<file path="src/rtl/freq_meter_multi_if.sv">
// freq_meter_multi_if: read-port / handshake bundle between the frequency meter and its consumer
interface freq_meter_multi_if #(
    parameter int CNT_WIDTH = 32,
    parameter int SEL_W     = 4
);
    logic [SEL_W-1:0]     rd_ch;
    logic                 freq_ack;
    logic [CNT_WIDTH-1:0] freq_data;
    logic                 freq_ovf;
    logic                 freq_en;
    logic                 freq_overrun;
    modport master (output rd_ch, freq_ack, input freq_data, freq_ovf, freq_en, freq_overrun);
    modport slave  (input rd_ch, freq_ack, output freq_data, freq_ovf, freq_en, freq_overrun);
endinterface

</file>
<file path="src/rtl/freq_meter_multi.sv">
// freq_meter_multi: multi-channel gated edge counter with simultaneous latch and valid/ack read port
module freq_meter_multi #(
    parameter int CHANNELS  = 4,
    parameter int CNT_WIDTH = 32,
    parameter int CLK_HZ    = 50000000,
    parameter int SEL_W     = 4
) (
    input  logic                clk_clk,
    input  logic                reset_reset,
    input  logic [CHANNELS-1:0] sig_in,
    input  logic                meas_en,
    input  logic [1:0]          gate_sel,
    freq_meter_multi_if.slave   bus
);
    localparam int GW   = $clog2(CLK_HZ + 1);
    localparam int NSEL = 2 ** SEL_W;

    logic [CHANNELS-1:0]  sync1, sync2, sync3, edges;
    logic [GW-1:0]        gate_len, gate_cnt, sel_len, cur_len;
    logic                 run, last;
    logic [CNT_WIDTH-1:0] cnt     [CHANNELS];
    logic [CNT_WIDTH-1:0] cnt_nxt [CHANNELS];
    logic [CNT_WIDTH-1:0] res     [CHANNELS];
    logic [CNT_WIDTH-1:0] res_nxt [CHANNELS];
    logic [CHANNELS-1:0]  ovf, ovf_nxt;
    logic [CNT_WIDTH-1:0] rd_data [NSEL];
    logic [NSEL-1:0]      rd_ovf;

    // gate length decode; a stopped gate uses the live selection so a fresh window starts at once
    always_comb begin
        sel_len = gate_sel == 2'd0 ? GW'(CLK_HZ) :
                  gate_sel == 2'd1 ? GW'(CLK_HZ / 10) :
                  gate_sel == 2'd2 ? GW'(CLK_HZ / 100) : GW'(CLK_HZ / 1000);
        cur_len = run ? gate_len : sel_len;
        last    = meas_en && (gate_cnt == cur_len - GW'(1));
        edges   = sync2 & ~sync3;
    end

    // per-channel saturating next count and the values that will be latched at the window end
    always_comb begin
        for (int i = 0; i < CHANNELS; i++) begin
            cnt_nxt[i] = &cnt[i] ? cnt[i] : cnt[i] + CNT_WIDTH'(edges[i]);
            res_nxt[i] = last ? cnt_nxt[i] : res[i];
            ovf_nxt[i] = last ? &cnt_nxt[i] : ovf[i];
        end
    end

    // read mux padded to the full select range so unused selects return zero
    always_comb begin
        rd_data = '{default: '0};
        rd_ovf  = '0;
        for (int i = 0; i < CHANNELS; i++) begin
            rd_data[i] = res_nxt[i];
            rd_ovf[i]  = ovf_nxt[i];
        end
    end

    // two-flop synchroniser plus delay stage for edge detection
    always_ff @(posedge clk_clk) begin
        if (reset_reset) begin
            sync1 <= '0;
            sync2 <= '0;
            sync3 <= '0;
        end else begin
            sync1 <= sig_in;
            sync2 <= sync1;
            sync3 <= sync2;
        end
    end

    // gate counter; length captured at each window start and held for the whole window
    always_ff @(posedge clk_clk) begin
        if (reset_reset || !meas_en) begin
            gate_cnt <= '0;
            run      <= 1'b0;
            if (reset_reset)
                gate_len <= '0;
        end else begin
            gate_cnt <= last ? '0 : gate_cnt + GW'(1);
            run      <= 1'b1;
            if (last || !run)
                gate_len <= sel_len;
        end
    end

    // edge counters restart every window; results and ovf flags latch together at the terminal cycle
    always_ff @(posedge clk_clk) begin
        if (reset_reset) begin
            for (int i = 0; i < CHANNELS; i++) begin
                cnt[i] <= '0;
                res[i] <= '0;
            end
            ovf <= '0;
        end else begin
            for (int i = 0; i < CHANNELS; i++) begin
                cnt[i] <= (!meas_en || last) ? '0 : cnt_nxt[i];
                res[i] <= res_nxt[i];
            end
            ovf <= ovf_nxt;
        end
    end

    // registered read port and valid/overrun handshake; a latch coinciding with ack keeps new data valid
    always_ff @(posedge clk_clk) begin
        if (reset_reset) begin
            bus.freq_data    <= '0;
            bus.freq_ovf     <= 1'b0;
            bus.freq_en      <= 1'b0;
            bus.freq_overrun <= 1'b0;
        end else begin
            bus.freq_data    <= rd_data[bus.rd_ch];
            bus.freq_ovf     <= rd_ovf[bus.rd_ch];
            bus.freq_en      <= last | (bus.freq_en & ~bus.freq_ack);
            bus.freq_overrun <= ~bus.freq_ack & (bus.freq_overrun | (last & bus.freq_en));
        end
    end
endmodule

</file>
<file path="src/flat_wrapper.sv">
// flat-port wrapper written by rule: the top's interface ports become plain ports
module freq_meter_multi_flat 
#(
    parameter int CHANNELS  = 4,
    parameter int CNT_WIDTH = 32,
    parameter int CLK_HZ    = 50000000,
    parameter int SEL_W     = 4
)
  (clk_clk, reset_reset, sig_in, meas_en, gate_sel, bus_rd_ch, bus_freq_ack, bus_freq_data, bus_freq_ovf, bus_freq_en, bus_freq_overrun);
  freq_meter_multi_if #(.CNT_WIDTH(CNT_WIDTH), .SEL_W(SEL_W)) bus_i ();
  input  logic clk_clk;
  input  logic reset_reset;
  input  logic [CHANNELS-1:0] sig_in;
  input  logic meas_en;
  input  logic [1:0] gate_sel;
  input wire logic [$bits(bus_i.rd_ch)-1:0] bus_rd_ch;
  input wire logic [$bits(bus_i.freq_ack)-1:0] bus_freq_ack;
  output wire logic [$bits(bus_i.freq_data)-1:0] bus_freq_data;
  output wire logic [$bits(bus_i.freq_ovf)-1:0] bus_freq_ovf;
  output wire logic [$bits(bus_i.freq_en)-1:0] bus_freq_en;
  output wire logic [$bits(bus_i.freq_overrun)-1:0] bus_freq_overrun;
  assign bus_i.rd_ch = bus_rd_ch;
  assign bus_i.freq_ack = bus_freq_ack;
  assign bus_freq_data = bus_i.freq_data;
  assign bus_freq_ovf = bus_i.freq_ovf;
  assign bus_freq_en = bus_i.freq_en;
  assign bus_freq_overrun = bus_i.freq_overrun;
  freq_meter_multi #(.CHANNELS(CHANNELS), .CNT_WIDTH(CNT_WIDTH), .CLK_HZ(CLK_HZ), .SEL_W(SEL_W)) u_core (.clk_clk(clk_clk), .reset_reset(reset_reset), .sig_in(sig_in), .meas_en(meas_en), .gate_sel(gate_sel), .bus(bus_i));
endmodule
</file>
<file path="config.mk">
export PLATFORM = sky130hd
export DESIGN_NAME = freq_meter_multi_flat
export DESIGN_NICKNAME = d
export VERILOG_FILES = /design/src/rtl/freq_meter_multi_if.sv /design/src/rtl/freq_meter_multi.sv /design/src/flat_wrapper.sv
export SDC_FILE = /design/constraint.sdc
export NUM_CORES = 1
export LEC_CHECK = 0
export CORE_ASPECT_RATIO = 0.7
export CORE_MARGIN = 3
export CORE_UTILIZATION = 62
export DETAILED_ROUTE_END_ITERATION = 16
export GPL_TIMING_DRIVEN = 0
export PLACE_DENSITY = 0.81
export SLEW_MARGIN = 20
export SYNTH_ARGS = -nofsm -noshare
export SYNTH_HDL_FRONTEND = slang
export SYNTH_SLANG_ARGS = --single-unit
</file>
<file path="constraint.sdc">
create_clock -name clk_clk -period 4.7 [get_ports clk_clk]
set_input_delay 0.47 -clock clk_clk [delete_from_list [all_inputs] [get_ports clk_clk]]
set_output_delay 0.47 -clock clk_clk [all_outputs]
set_load 0.005 [all_outputs]
</file>
==> metrics.txt <==
total grt overflow=0; CP max stage delay=550 ps; Routed WL=around 63 mm; Sw Ratio=0.2288; register area share after synthesis=0.3909; Initial DRT Pass Iterations=6; Worst EP required=5120 ps; CP Depth=16; GPL Wtd Cong=1.059; global-route wire length before repair=94.80 mm; Worst Reg-to-Reg Cells=16; Die X=around 210 um; Synth Flop Type=dfxtp_1; Synth async-reset ratio=0; Setup crit start kind=primary input; TritonCTS Sinks=345; # DRC=0; vias in the first global route=16000; Max Cap Viol=0; Synth cell types=95; die height=148.4 um; critical-path cell with the highest stage delay=clkdlybuf4s50_1; Cell Rows=51; Clock Latency Late Sink=around 550 ps; flops & latches, synth=345; root buffer cell=clkbuf_16; average wire per standard cell=~25 um; critical path peak fanout=10; power share of the clock group=0.474; starting density of the core=0.6379; Area after DPL=about 0.019 mm2; period utilisation layout=0.9930; Setup violations, final=0; Area Growth Syn to Fin=12.85%; Pwr Density=approximately 310 mW/mm2; syn avg cell area=8.680 um2; leakage power=slightly above 7 nW; via-per-instance ratio=between 6 and 7; H-tree levels=2; Final min period=roughly 4700 ps; worst hold endpoint=u_core.sync2[3]; DRT iter0 DRCs=approximately 2600; Worst-path clk slew=60 ps; Clock Path Buffers=3; Cell Chain, Critical Path=clkdlybuf4s50_1 -> inv_1 -> ha_1 -> buf_2 -> nor3b_4 -> o22ai_1 -> nor4_1 -> mux2_2 -> or3_4 -> or3_1 -> buf_2 -> nor2_8 -> buf_4 -> buf_4 -> a41oi_1 -> o211ai_1; layout cells sized above 1=0.1203; fin nets=2186; critical path class=in -> reg; core area=around 0.028 mm2; port bufs=47; largest net degree at the start of global routing=15; num ports=slightly below 50; initial antenna violation count=0; CP endpoint kind=register; Max Clk Rate=roughly 210 MHz; switching power=between 1 and 1.5 mW; Rel. slew slack=0.2181; Worst Max-Slew Pin Slew=1162 ps; Post-DRT Antenna Nets=0; sequential share of power=0.478; Synth Warn #=0; ANT cells=0; Post-Route Setup TNS=0 ps; full die area=roughly 0.031 mm2; Cell Int Power=between 4 and 5 mW; hold_sp=u_core.sync1[3]; worst vdd ir=between 0.2 and 0.3 mV; Final Hold Viols=0; worst hold path class=reg -> reg; clock skew=16.73 ps; DR vias=17320; dpl hpwl=roughly 47 mm; status=finished clean; Post-Syn Instances=just over 2000; Reg2Reg Capture Point=u_core.bus.freq_data[15]; hold path depth=1; crit path buf inv count=6; synthesized cell area=~0.018 mm2; R2R Setup Slk=~120 ps; number of synthesized flops with an enable pin=11; Synthesized Nets=between 2000 and 2500; CTS tree=yes; Gate power share=0.048; CP delay by family, top=buffers and inverters; Crit path arrival time=a little over 5000 ps; Tot GR Track Use=0.3937; r2r startpoint=u_core.run; post-route cell area=0.02026 mm2; Slew Viols, Final=0; CTS Buf Count=35
## power groups by stage
stage	registers, mW	logic, mW	clock network [mW]
finish	2.97	0.296	2.94
CTS	2.96	0.274	2.93
floorplan	3.03	0.177	0
global placement	3.03	0.264	0
detailed placement	3.03	0.269	0
global route	2.97	0.309	3.05
## per-stage QoR
stage	cells	hold slack, ps	worst slack (ps)	utilization	total power, mW
detailed placement	2486	430.9	-1178	0.6716	3.299
global route	2548	464.5	-78.11	0.7199	6.321
finish	2548	442.1	32.99	0.7199	6.205
floorplan	2068	413.2	652.2	-	3.202
global placement	2486	421.4	-1057	0.6711	3.294
CTS	2547	446.9	1.059	0.7153	6.168
## metal layers
metal / part of all wire / up-vias / GRT usage / wire length, um
met5: 0 / - / 0 / 0
met4: 0.043 / 0 / 0.1529 / 2702
met3: 0.15 / 205 / 0.1282 / 9586
met2: 0.40 / 1280 / 0.5540 / 25210
met1: 0.40 / 8171 / 0.5607 / 25410
li1: - / 7660 / - / -
## cell families after synthesis
family / share of synthesized area
simple gates: 0.3148
compound gates: 0.1461
flops: 0.3909
buf+inv: 0.05005
xor+xnor: 0.06050
mux: 0.02579
fa+ha+maj: 0.01185
## synth_stat cells, types with 25 or more instances
| master | n | area [um2] |
|---|---|---|
| nor2b_1 | 28 | 175.2 |
| xnor2_1 | 64 | 560.5 |
| inv_1 | 44 | 165.2 |
| nor3_1 | 56 | 280.3 |
| nor2_1 | 338 | 1269 |
| o211ai_1 | 49 | 367.9 |
| nor3b_2 | 45 | 563.0 |
| and2_1 | 25 | 156.4 |
| buf_2 | 28 | 140.1 |
| clkbuf_1 | 59 | 221.5 |
| nand4_1 | 58 | 362.9 |
| and3_1 | 46 | 287.8 |
| nand2_1 | 115 | 431.7 |
| xor2_1 | 60 | 525.5 |
| nor3b_1 | 29 | 217.7 |
| o211a_1 | 25 | 250.2 |
| dfxtp_1 | 334 | 6686 |
| nand3_1 | 137 | 685.7 |
| o21ai_0 | 48 | 240.2 |
| nor4_1 | 35 | 219.0 |
| a21oi_1 | 60 | 300.3 |
## final cells by class
cell class                 count  area [um2]
buffer                       127       765.7
inverter                      44       165.2
sequential                   345        7017
tap                          371       464.2
fill                        2211        7883
clock buffer                  48       987.2
multi-input combinational   1552       10170
timing repair buffer          50       508.0
clock inverter                11       181.4
## state kept, by name, indices dropped and copies added, names as in the netlist
register,cells
u_core.run,1
u_core.ovf,4
u_core.cnt,128
u_core.sync1,4
u_core.res,128
u_core.bus.freq_ovf,1
u_core.sync2,4
u_core.bus.freq_overrun,1
u_core.bus.freq_en,1
u_core.bus.freq_data,32
u_core.gate_cnt,26
u_core.sync3,4
u_core.gate_len,11
## worst max-delay path by stage
| stage | startpoint | slack [ps] | to |
|---|---|---|---|
| after floorplan | gate_sel[0] | 650 | u_core.bus.freq_data[4] |
| after global placement | gate_sel[0] | -1060 | u_core.bus.freq_data[9] |
| after detailed placement | gate_sel[0] | -1180 | u_core.bus.freq_data[0] |
| after global routing | gate_sel[1] | -80 | u_core.bus.freq_data[20] |
| final | gate_sel[1] | 30 | u_core.bus.freq_ovf |
| after CTS | gate_sel[0] | 1 | u_core.bus.freq_data[30] |
## layout by cell type, fill, tap and decap left out, types with 13 or more instances in the layout
master	Yosys	routed
a211oi_2	24	24
clkbuf_1	59	66
buf_2	28	16
ha_1	17	16
nor2b_1	28	28
mux4_2	13	13
and2_1	25	25
or4_1	20	20
xor2_1	60	60
o21ai_0	48	48
nor3b_2	45	45
buf_4	15	23
o211ai_1	49	49
nand4_1	58	58
nand3_1	137	137
clkbuf_16	0	37
and4_1	24	24
and3_1	46	46
a21oi_1	60	58
nor2_1	338	338
xnor2_1	64	64
nor3b_1	29	28
buf_6	19	19
inv_1	44	44
nor4_1	35	30
nor3_1	56	55
or3_1	21	21
o211a_1	25	25
clkdlybuf4s50_1	0	46
nand2_1	115	115
dfxtp_1	334	334
a211oi_1	16	16
## what timing repair did
item                                    in CTS  in global routing
gates resized for setup                     12                 27
setup buffers                                2                  1
endpoints found under the setup margin     167                216
pin swaps                                    1                  4
hold buffers                                 0                  0
cloned                                       0                  0
(Power assumes the default switching activity.)
